===== src/rtl/unpacker_flex_if.sv =====
// ---------------------------------------------------------------------------
// unpacker_flex_if
// Stream bundle for unpacker_flex: packed-word input handshake plus
// element output handshake.
//   packed_i   : packed input word (PackedWidth)
//   count_i    : valid elements in word minus one (CountWidth)
//   last_i     : word ends a frame
//   valid_i    : input valid          ready_o : input ready
//   unpacked_o : output element       last_o  : final element of a last_i word
//   valid_o    : output valid         ready_i : output ready
//   done_o     : final element of a word moved into the output stage
// slave  = unpacker side, master = source/sink side.
// ---------------------------------------------------------------------------
interface unpacker_flex_if #(
    parameter int unsigned UnpackedWidth = 2,
    parameter int unsigned PackedNum     = 4
);
    localparam int unsigned PackedWidth = UnpackedWidth * PackedNum;
    localparam int unsigned CountWidth  = $clog2(PackedNum);

    logic [PackedWidth-1:0]   packed_i;
    logic [CountWidth-1:0]    count_i;
    logic                     last_i;
    logic                     valid_i;
    logic                     ready_o;
    logic [UnpackedWidth-1:0] unpacked_o;
    logic                     last_o;
    logic                     valid_o;
    logic                     ready_i;
    logic                     done_o;

    modport slave (
        input  packed_i, count_i, last_i, valid_i, ready_i,
        output ready_o, unpacked_o, last_o, valid_o, done_o
    );

    modport master (
        output packed_i, count_i, last_i, valid_i, ready_i,
        input  ready_o, unpacked_o, last_o, valid_o, done_o
    );
endinterface


===== src/rtl/unpacker_flex.sv =====
// ---------------------------------------------------------------------------
// unpacker_flex
// Splits each accepted packed word into 1..PackedNum elements (count_i+1,
// clamped), emitted one per clock through a registered valid/ready stage.
// Element order selectable by MsbFirst; last_i is tagged onto the final
// element of the word. Back-to-back words run without a bubble.
// Ports:
//   clk_i : clock
//   rst_i : asynchronous active-high reset
//   bus   : unpacker_flex_if.slave (input word handshake, element output
//           handshake, done_o pulse)
// ---------------------------------------------------------------------------
module unpacker_flex #(
    parameter int unsigned UnpackedWidth = 2,
    parameter int unsigned PackedNum     = 4,
    parameter bit          MsbFirst      = 1'b0
) (
    input  logic            clk_i,
    input  logic            rst_i,
    unpacker_flex_if.slave  bus
);
    localparam int unsigned PackedWidth = UnpackedWidth * PackedNum;
    localparam int unsigned CountWidth  = $clog2(PackedNum);
    localparam logic [CountWidth-1:0] LP_MAX = CountWidth'(PackedNum - 1);

    typedef enum logic {
        ST_IDLE,
        ST_UNPACK
    } state_t;

    state_t r_state;
    state_t w_state_nxt;

    logic [PackedWidth-1:0]   r_word;
    logic                     r_last;
    logic [CountWidth-1:0]    r_cnt;
    logic [CountWidth-1:0]    r_idx;
    logic [UnpackedWidth-1:0] r_out_data;
    logic                     r_out_last;
    logic                     r_out_valid;

    logic                     w_load;
    logic                     w_produce;
    logic                     w_final;
    logic                     w_ready;
    logic                     w_in_fire;
    logic [CountWidth-1:0]    w_sel;
    logic [UnpackedWidth-1:0] w_elem;
    logic [UnpackedWidth-1:0] w_elems [PackedNum];

    // Element slices of the held word, indexed by element position.
    for (genvar g = 0; g < PackedNum; g++) begin : g_elem
        assign w_elems[g] = r_word[g*UnpackedWidth +: UnpackedWidth];
    end

    // idx never exceeds cnt <= PackedNum-1, so the mirrored index stays in range.
    assign w_sel  = MsbFirst ? (LP_MAX - r_idx) : r_idx;
    assign w_elem = w_elems[w_sel];

    always_ff @(posedge clk_i or posedge rst_i) begin
        if (rst_i) begin
            r_state <= ST_IDLE;
        end else begin
            r_state <= w_state_nxt;
        end
    end

    always_comb begin
        w_state_nxt = r_state;
        // Output stage can take a new element when empty or being drained.
        w_load      = !r_out_valid || bus.ready_i;
        w_produce   = (r_state == ST_UNPACK) && w_load;
        w_final     = w_produce && (r_idx == r_cnt);
        w_ready     = (r_state == ST_IDLE) || w_final;
        w_in_fire   = bus.valid_i && w_ready;
        case (r_state)
            ST_IDLE: begin
                if (w_in_fire) begin
                    w_state_nxt = ST_UNPACK;
                end
            end
            ST_UNPACK: begin
                if (w_final) begin
                    w_state_nxt = w_in_fire ? ST_UNPACK : ST_IDLE;
                end
            end
            default: w_state_nxt = ST_IDLE;
        endcase
    end

    always_ff @(posedge clk_i or posedge rst_i) begin
        if (rst_i) begin
            r_word      <= '0;
            r_last      <= 1'b0;
            r_cnt       <= '0;
            r_idx       <= '0;
            r_out_data  <= '0;
            r_out_last  <= 1'b0;
            r_out_valid <= 1'b0;
        end else begin
            if (w_in_fire) begin
                r_word <= bus.packed_i;
                r_last <= bus.last_i;
                r_cnt  <= (bus.count_i >= LP_MAX) ? LP_MAX : bus.count_i;
                r_idx  <= '0;
            end else if (w_produce && !w_final) begin
                r_idx  <= r_idx + 1'b1;
            end

            if (w_produce) begin
                r_out_data  <= w_elem;
                r_out_last  <= r_last && w_final;
                r_out_valid <= 1'b1;
            end else if (bus.ready_i) begin
                r_out_valid <= 1'b0;
            end
        end
    end

    assign bus.ready_o    = w_ready;
    assign bus.done_o     = w_final;
    assign bus.unpacked_o = r_out_data;
    assign bus.last_o     = r_out_last;
    assign bus.valid_o    = r_out_valid;

endmodule


===== src/flat_wrapper.sv =====
// flat-port wrapper written by rule: the top's interface ports become plain ports
module unpacker_flex_flat 
#(
    parameter int unsigned UnpackedWidth = 2,
    parameter int unsigned PackedNum     = 4,
    parameter bit          MsbFirst      = 1'b0
)
  (clk_i, rst_i, bus_packed_i, bus_count_i, bus_last_i, bus_valid_i, bus_ready_i, bus_ready_o, bus_unpacked_o, bus_last_o, bus_valid_o, bus_done_o);
  unpacker_flex_if #(.UnpackedWidth(UnpackedWidth), .PackedNum(PackedNum)) bus_i ();
  input  logic clk_i;
  input  logic rst_i;
  input wire logic [$bits(bus_i.packed_i)-1:0] bus_packed_i;
  input wire logic [$bits(bus_i.count_i)-1:0] bus_count_i;
  input wire logic [$bits(bus_i.last_i)-1:0] bus_last_i;
  input wire logic [$bits(bus_i.valid_i)-1:0] bus_valid_i;
  input wire logic [$bits(bus_i.ready_i)-1:0] bus_ready_i;
  output wire logic [$bits(bus_i.ready_o)-1:0] bus_ready_o;
  output wire logic [$bits(bus_i.unpacked_o)-1:0] bus_unpacked_o;
  output wire logic [$bits(bus_i.last_o)-1:0] bus_last_o;
  output wire logic [$bits(bus_i.valid_o)-1:0] bus_valid_o;
  output wire logic [$bits(bus_i.done_o)-1:0] bus_done_o;
  assign bus_i.packed_i = bus_packed_i;
  assign bus_i.count_i = bus_count_i;
  assign bus_i.last_i = bus_last_i;
  assign bus_i.valid_i = bus_valid_i;
  assign bus_i.ready_i = bus_ready_i;
  assign bus_ready_o = bus_i.ready_o;
  assign bus_unpacked_o = bus_i.unpacked_o;
  assign bus_last_o = bus_i.last_o;
  assign bus_valid_o = bus_i.valid_o;
  assign bus_done_o = bus_i.done_o;
  unpacker_flex #(.UnpackedWidth(UnpackedWidth), .PackedNum(PackedNum), .MsbFirst(MsbFirst)) u_core (.clk_i(clk_i), .rst_i(rst_i), .bus(bus_i));
endmodule

===== config.mk =====
export PLATFORM = sky130hd
export DESIGN_NAME = unpacker_flex_flat
export DESIGN_NICKNAME = d
export VERILOG_FILES = /design/src/rtl/unpacker_flex_if.sv /design/src/rtl/unpacker_flex.sv /design/src/flat_wrapper.sv
export SDC_FILE = /design/constraint.sdc
export NUM_CORES = 1
export LEC_CHECK = 0
export BUFFER_PORTS_ARGS = -buffer_cell sky130_fd_sc_hd__clkbuf_2
export CORE_MARGIN = 3
export CORE_UTILIZATION = 40
export DETAILED_ROUTE_END_ITERATION = 10
export HOLD_SLACK_MARGIN = 0.03
export SYNTH_ARGS = -nofsm -noshare
export SYNTH_HDL_FRONTEND = slang
export SYNTH_SLANG_ARGS = --single-unit

===== constraint.sdc =====
create_clock -name clk_i -period 4.8 [get_ports clk_i]
set_input_delay 0.96 -clock clk_i [delete_from_list [all_inputs] [get_ports clk_i]]
set_output_delay 0.96 -clock clk_i [all_outputs]
set_load 0.005 [all_outputs]

==> results_dict.tcl, run 1 <==
set metrics [dict create \
    outcome "completed" \
    htreeDepth 1 \
    grt_max_degree 19 \
    setup_viol 0 \
    drt_pass1_iterations 5 \
    ys_top_cells_by_area "dfrtp_1, mux2_4, mux4_2" \
    synth_top_area_share_pct 52.40 \
    wirelength_mm 1.434 \
    synth_mux_area_share_pct 23.58 \
    reg2reg_slack_ns 2.99 \
    rows 16 \
    hold_end "u_core.bus.unpacked_o[0]" \
    final_common_cell "clkbuf_2" \
    hpwl_mm 1.051 \
    vias 548 \
    cts_tree "yes" \
    pin_count 21 \
    cts_num_sinks 18 \
    fmax_mhz 398.2 \
    yosysSeqAreaShare_pct 52.40 \
    nFillCells 197 \
    period_needed_ns 2.512 \
    required_ns 3.84 \
    skew_ns 0.002674 \
    antenna_cells 0 \
    fin_nets 100 \
    end_kind "primary output" \
    die_area_um2 2741 \
    critPathBufInv 1 \
    detail_route.iter0.violations 9 \
    p_per_area_nw_per_um2 698.4 \
    ys_ff_latch 18 \
    grt_overflow 0 \
    start_util_pct 42.94 \
    antenna_found_initial 0 \
    synth_cell_types 23 \
    post-cts-setup-buffers 0 \
    routabilityCongestion 0.7192 \
    whs_ns 0.4914 \
    crit_fanout 7 \
    arrival_ns 1.55 \
    rr_worst_depth 4 \
    layout_common_cells "clkbuf_2, dfrtp_1, mux2_4, nand2_1" \
    syn_area_um2 859.6 \
    synth_adder_area_share_pct 0 \
    crit_family "flip-flops" \
    grt.total_usage_pct 12.66 \
    via_per_inst 4.937 \
    core_area_um2 2002 \
    slowest_delay_ns 0.49 \
    synth_top_family_by_area "multiplexers" \
    worstMarginPinSlew_ns 0.6743 \
    fin_setup_tns_ns 0 \
    timing.rr.end "u_core.r_word[2]" \
    final-hold-violation-count 0 \
    min_path_cells 2 \
    max_slew_margin_pct 55.00 \
    cp-start-kind "flip-flop" \
    maxSlewViolCount 0 \
    hold_path.startpoint "u_core.bus.unpacked_o[0]" \
    cts.path.max_buffers 2 \
    drive_above_1_share_pct 44.05 \
    final_area_um2 999.7 \
    vdd_drop_max_mv 0.2888 \
    die_h_um 52.36 \
    die_w_um 52.36 \
    cts_resized 0 \
    max-cap-violations 0 \
    yosysWarnings 0 \
    areaGrowthSynthToFinish_pct 16.30 \
    ant_nets 0 \
    p_leak_nw 0.5032 \
    worstSetupPathType "flip-flop to primary output" \
    grt_pass1_vias 556 \
    avgSynthCellArea_um2 13.43 \
    path_clk_slew_ns 0.10 \
    path_cells "xor2_1, or2_1, nor2_1, clkbuf_2" \
    synth_cells 64 \
    placed_cell_area_um2 963.4 \
    min_path_type "flip-flop to flip-flop" \
    reg2reg_from "u_core.r_idx[0]" \
    yosys.area_share.xor_xnor_pct 2.038 \
    yosys.area_share.simple_pct 12.23 \
    fin_crit_sh_pct 52.32 \
    grt_setup_unrepaired "false" \
    multi_input_area_um2 375.4 \
    seq_area_um2 450.4 \
    grt_first_pass_wirelength_mm 2.484 \
    synth_largest_area_cell "dfrtp_1" \
    synth_compound_gate_area_share_pct 5.822 \
    cts_buffers 3 \
    root_buffer "clkbuf_4" \
    port_buffers 20 \
    drcViolationCount 0 \
    cpMaxStageDelayCell "dfrtp_1" \
    ctsHoldBuffers 0 \
    clock_latency_ns 0.29 \
    wl_per_cell_um 12.92 \
    synth_nets 79 \
]
## power breakdown
group | leakage [nW] | switching, mW | internal [mW]
logic | 0.272 | 0.130 | 0.188
registers | 0.210 | 0.0595 | 0.229
clock network | 0.0210 | 0.0454 | 0.0462
## layout make-up
cell class	count	area share (%)
Sequential cell	18	45.06
Timing Repair Buffer	20	10.01
Inverter	1	0.3755
Multi-Input combinational cell	41	37.55
Tap cell	27	3.379
Clock buffer	4	3.630
## how the worst max path moves through the flow
| stage | start | end | depth (start not counted) |
|---|---|---|---|
| 2_1_floorplan | bus_ready_i | bus_done_o | 3 |
| 3_3_place_gp | bus_ready_i | bus_done_o | 5 |
| 3_5_place_dp | bus_ready_i | bus_done_o | 5 |
| 4_1_cts | u_core.r_idx[0] | bus_done_o | 4 |
| 5_1_grt | u_core.r_idx[0] | bus_done_o | 4 |
| 6_report | u_core.r_idx[0] | bus_done_o | 4 |
## flip-flops by register name, summed over array words and instances, names as in the netlist
signal	flops
u_core.bus.unpacked_o	2
u_core.bus.last_o	1
u_core.r_idx	2
u_core.r_state	1
u_core.r_last	1
u_core.bus.valid_o	1
u_core.r_cnt	2
u_core.r_word	8
## cell usage after synthesis
cell and count:
o31ai_4 1, nor3_1 1, mux2_4 9, buf_6 2, o211a_1 1, inv_1 1, nand2_1 9, nand2b_1 3
a21oi_1 1, mux4_2 2, nor2b_1 2, and2_1 1, or2_1 1, and3_1 1, xor2_1 2, mux2_1 2
nand2_2 1, dfrtp_1 18, o21ai_0 1, a31o_1 1, nand4_1 1, nor2_1 1, clkbuf_1 2
## logic make-up (layout without fill, tap and decap cells)
kind of cell	count (synthesis)	count (layout)
XOR/XNOR	2	2
buffers and inverters	5	25
multiplexers	13	13
AND/OR/NAND/NOR	21	21
AO/OA/AOI/OAI	5	5
flip-flops	18	18
## stage by stage
step,cells,total power [mW],worst slack [ns],util (%)
CTS,111,0.7087,2.272,49.94
detailed placement,107,0.6134,2.321,48.13
floorplan,64,0.5592,2.563,-
global placement,107,0.6073,2.332,48.13
global route,111,0.7593,2.129,49.94
finish,111,0.6982,2.289,49.94
## worst reg2reg max path, delay by kind of cell, from the launching register on
kind / cells / cell delay (ns)
and+or+nand+nor: 1 / 0.29
AOI/OAI and AO/OA: 1 / 0.32
DFF: 1 / 0.49
muxes: 1 / 0.40
xor gates and xnor gates: 1 / 0.21
## per-layer routing
metal  GRT usage (%)  routed length, µm  up-vias
met2           22.52                732       16
met3           5.983                 98        2
li1                -                  -      259
met4           1.277                  9        0
met5               0                  0        -
met1           14.05                594      271
Note: power is estimated with default switching activity, not from simulation.
==> run 2: changes to the inputs <==
--- a/config.mk
+++ b/config.mk
@@ -10,6 +10,7 @@
 export CORE_UTILIZATION = 40
 export DETAILED_ROUTE_END_ITERATION = 10
 export HOLD_SLACK_MARGIN = 0.03
+export PLACE_DENSITY = 0.65
 export SYNTH_ARGS = -nofsm -noshare
 export SYNTH_HDL_FRONTEND = slang
 export SYNTH_SLANG_ARGS = --single-unit
==> constraint.sdc (replaced) <==
create_clock -name clk_i -period 2.19 [get_ports clk_i]
set_input_delay 0.438 -clock clk_i [delete_from_list [all_inputs] [get_ports clk_i]]
set_output_delay 0.438 -clock clk_i [all_outputs]
set_load 0.005 [all_outputs]
==> results_dict.tcl, run 2 (synthesis gave the netlist of run 1 again) <==
set metrics [dict create \
    final_common_cell "clkbuf_2" \
    switching_share_pct 34.78 \
    period_needed_ns 2.005 \
    port_buffers 20 \
    seqPwrFrac_pct 42.2 \
    die_area_um2 2741 \
    post-cts-setup-buffers 0 \
    worstMarginPinSlew_ns 0.6975 \
    grt.total_usage_pct 13.06 \
    fin_setup_tns_ns 0 \
    cts_resized 0 \
    multi_input_area_um2 375.4 \
    fin_nets 100 \
    final-hold-violation-count 0 \
    fmax_mhz 498.8 \
    hpwl_mm 1.109 \
    pin_count 21 \
    p_leak_nw 0.4961 \
    drcViolationCount 0 \
    htreeDepth 1 \
    fin_total_pwr_mw 1.500 \
    p_sw_mw 0.5216 \
    setup_viol 0 \
    regMostFlops "u_core.r_word" \
    required_ns 1.75 \
    grt_setup_unrepaired "false" \
    ant_nets 0 \
    die_h_um 52.36 \
    drt_pass1_iterations 1 \
    worstSetupPathType "flip-flop to primary output" \
    grt_first_pass_wirelength_mm 2.553 \
    routabilityCongestion 0.7432 \
    grt_max_degree 19 \
    rows 16 \
    p_comb_share_pct 46.9 \
    grt_overflow 0 \
    maxSlewViolCount 0 \
    cts.path.max_buffers 2 \
    detail_route.iter0.violations 0 \
    internal-power_mw 0.9784 \
    seq_area_um2 450.4 \
    vias 532 \
    skew_ns 0.003727 \
    vdd_drop_max_mv 0.7134 \
    core_area_um2 2002 \
    max-cap-violations 0 \
    grt_pass1_vias 595 \
    end_kind "primary output" \
    arrival_ns 1.57 \
    nFillCells 186 \
    cp-start-kind "flip-flop" \
    start_util_pct 42.94 \
    cts_num_sinks 18 \
    cts_tree "yes" \
    min_path_type "input pin to asynchronous set/reset pin" \
    wl_per_cell_um 13.50 \
    layout_common_cells "clkbuf_2, dfrtp_1, mux2_4, nand2_1" \
    largest_reg_flops 8 \
    wirelength_mm 1.485 \
    clock_latency_ns 0.29 \
    areaGrowthSynthToFinish_pct 14.70 \
    via_per_inst 4.836 \
    outcome "completed" \
    drive_above_1_share_pct 43.37 \
    path_clk_slew_ns 0.10 \
    pwr-share-clk_pct 10.9 \
    cts_buffers 3 \
    root_buffer "clkbuf_4" \
    ctsHoldBuffers 0 \
    crit_fanout 7 \
    p_per_area_nw_per_um2 1521 \
    antenna_found_initial 0 \
    die_w_um 52.36 \
    max_slew_margin_pct 53.45 \
    fin_crit_sh_pct 91.54 \
    antenna_cells 0 \
]
-- run 2: changes by cell type in the layout (fill, tap and decap cells not counted) --
cell      previous run  this run
clkbuf_8             1         0
-- run 2: cell type report --
cell class / count / share of cell area (%)
tap: 27 / 3.426
timing repair buffer: 20 / 10.15
inverter: 1 / 0.3807
multi-input combinational: 41 / 38.07
sequential: 18 / 45.69
clock buffer: 3 / 2.284
-- run 2: critical path, cell delays in order, from the launching register on --
cell	delay, ns
dfrtp_1	0.48
xor2_1	0.21
or2_1	0.34
nor2_1	0.13
clkbuf_2	0.12
-- run 2: worst paths after layout --
kind                              startpoint  cells after the start  slack, ns                 to
min in group clk_i           bus_packed_i[1]                      2       0.35   u_core.r_word[1]
max                          u_core.r_idx[0]                      4       0.19         bus_done_o
max reg2reg                  u_core.r_idx[0]                      4       0.37   u_core.r_word[2]
max in group asynchronous              rst_i                      2       1.53     u_core.r_state
min reg2reg                u_core.bus.last_o                      2       0.49  u_core.bus.last_o
min                                    rst_i                      2       0.21   u_core.r_word[3]
-- run 2: through the flow --
step           util [%]  area (µm²)  hold slack (ns)  setup WS, ns  cells
2_1_floorplan         -       859.6           0.3766        0.5692     64
5_1_grt           49.25       985.9           0.2777       0.05803    110
4_1_cts           49.25       985.9           0.2416        0.1668    110
3_5_place_dp      48.13       963.4           0.4665        0.3742    107
3_3_place_gp      48.13       963.4           0.4616        0.4623    107
6_report          49.25       985.9           0.2145        0.1853    110
-- run 2: power groups by stage --
stage	registers [mW]	clock network, mW	logic [mW]
after floorplan	0.594	0	0.631
after global placement	0.636	0	0.691
after detailed placement	0.643	0	0.712
after CTS	0.636	0.170	0.714
after global routing	0.662	0.181	0.772
final	0.633	0.164	0.703
-- run 2: layer usage --
layer | vias to the layer above | share of wire, % | track usage, %
li1 | 260 | - | -
met1 | 250 | 45 | 16.21
met2 | 17 | 46 | 20.25
met3 | 5 | 5.7 | 2.564
met4 | 0 | 2.4 | 8.936
met5 | - | 0 | 0
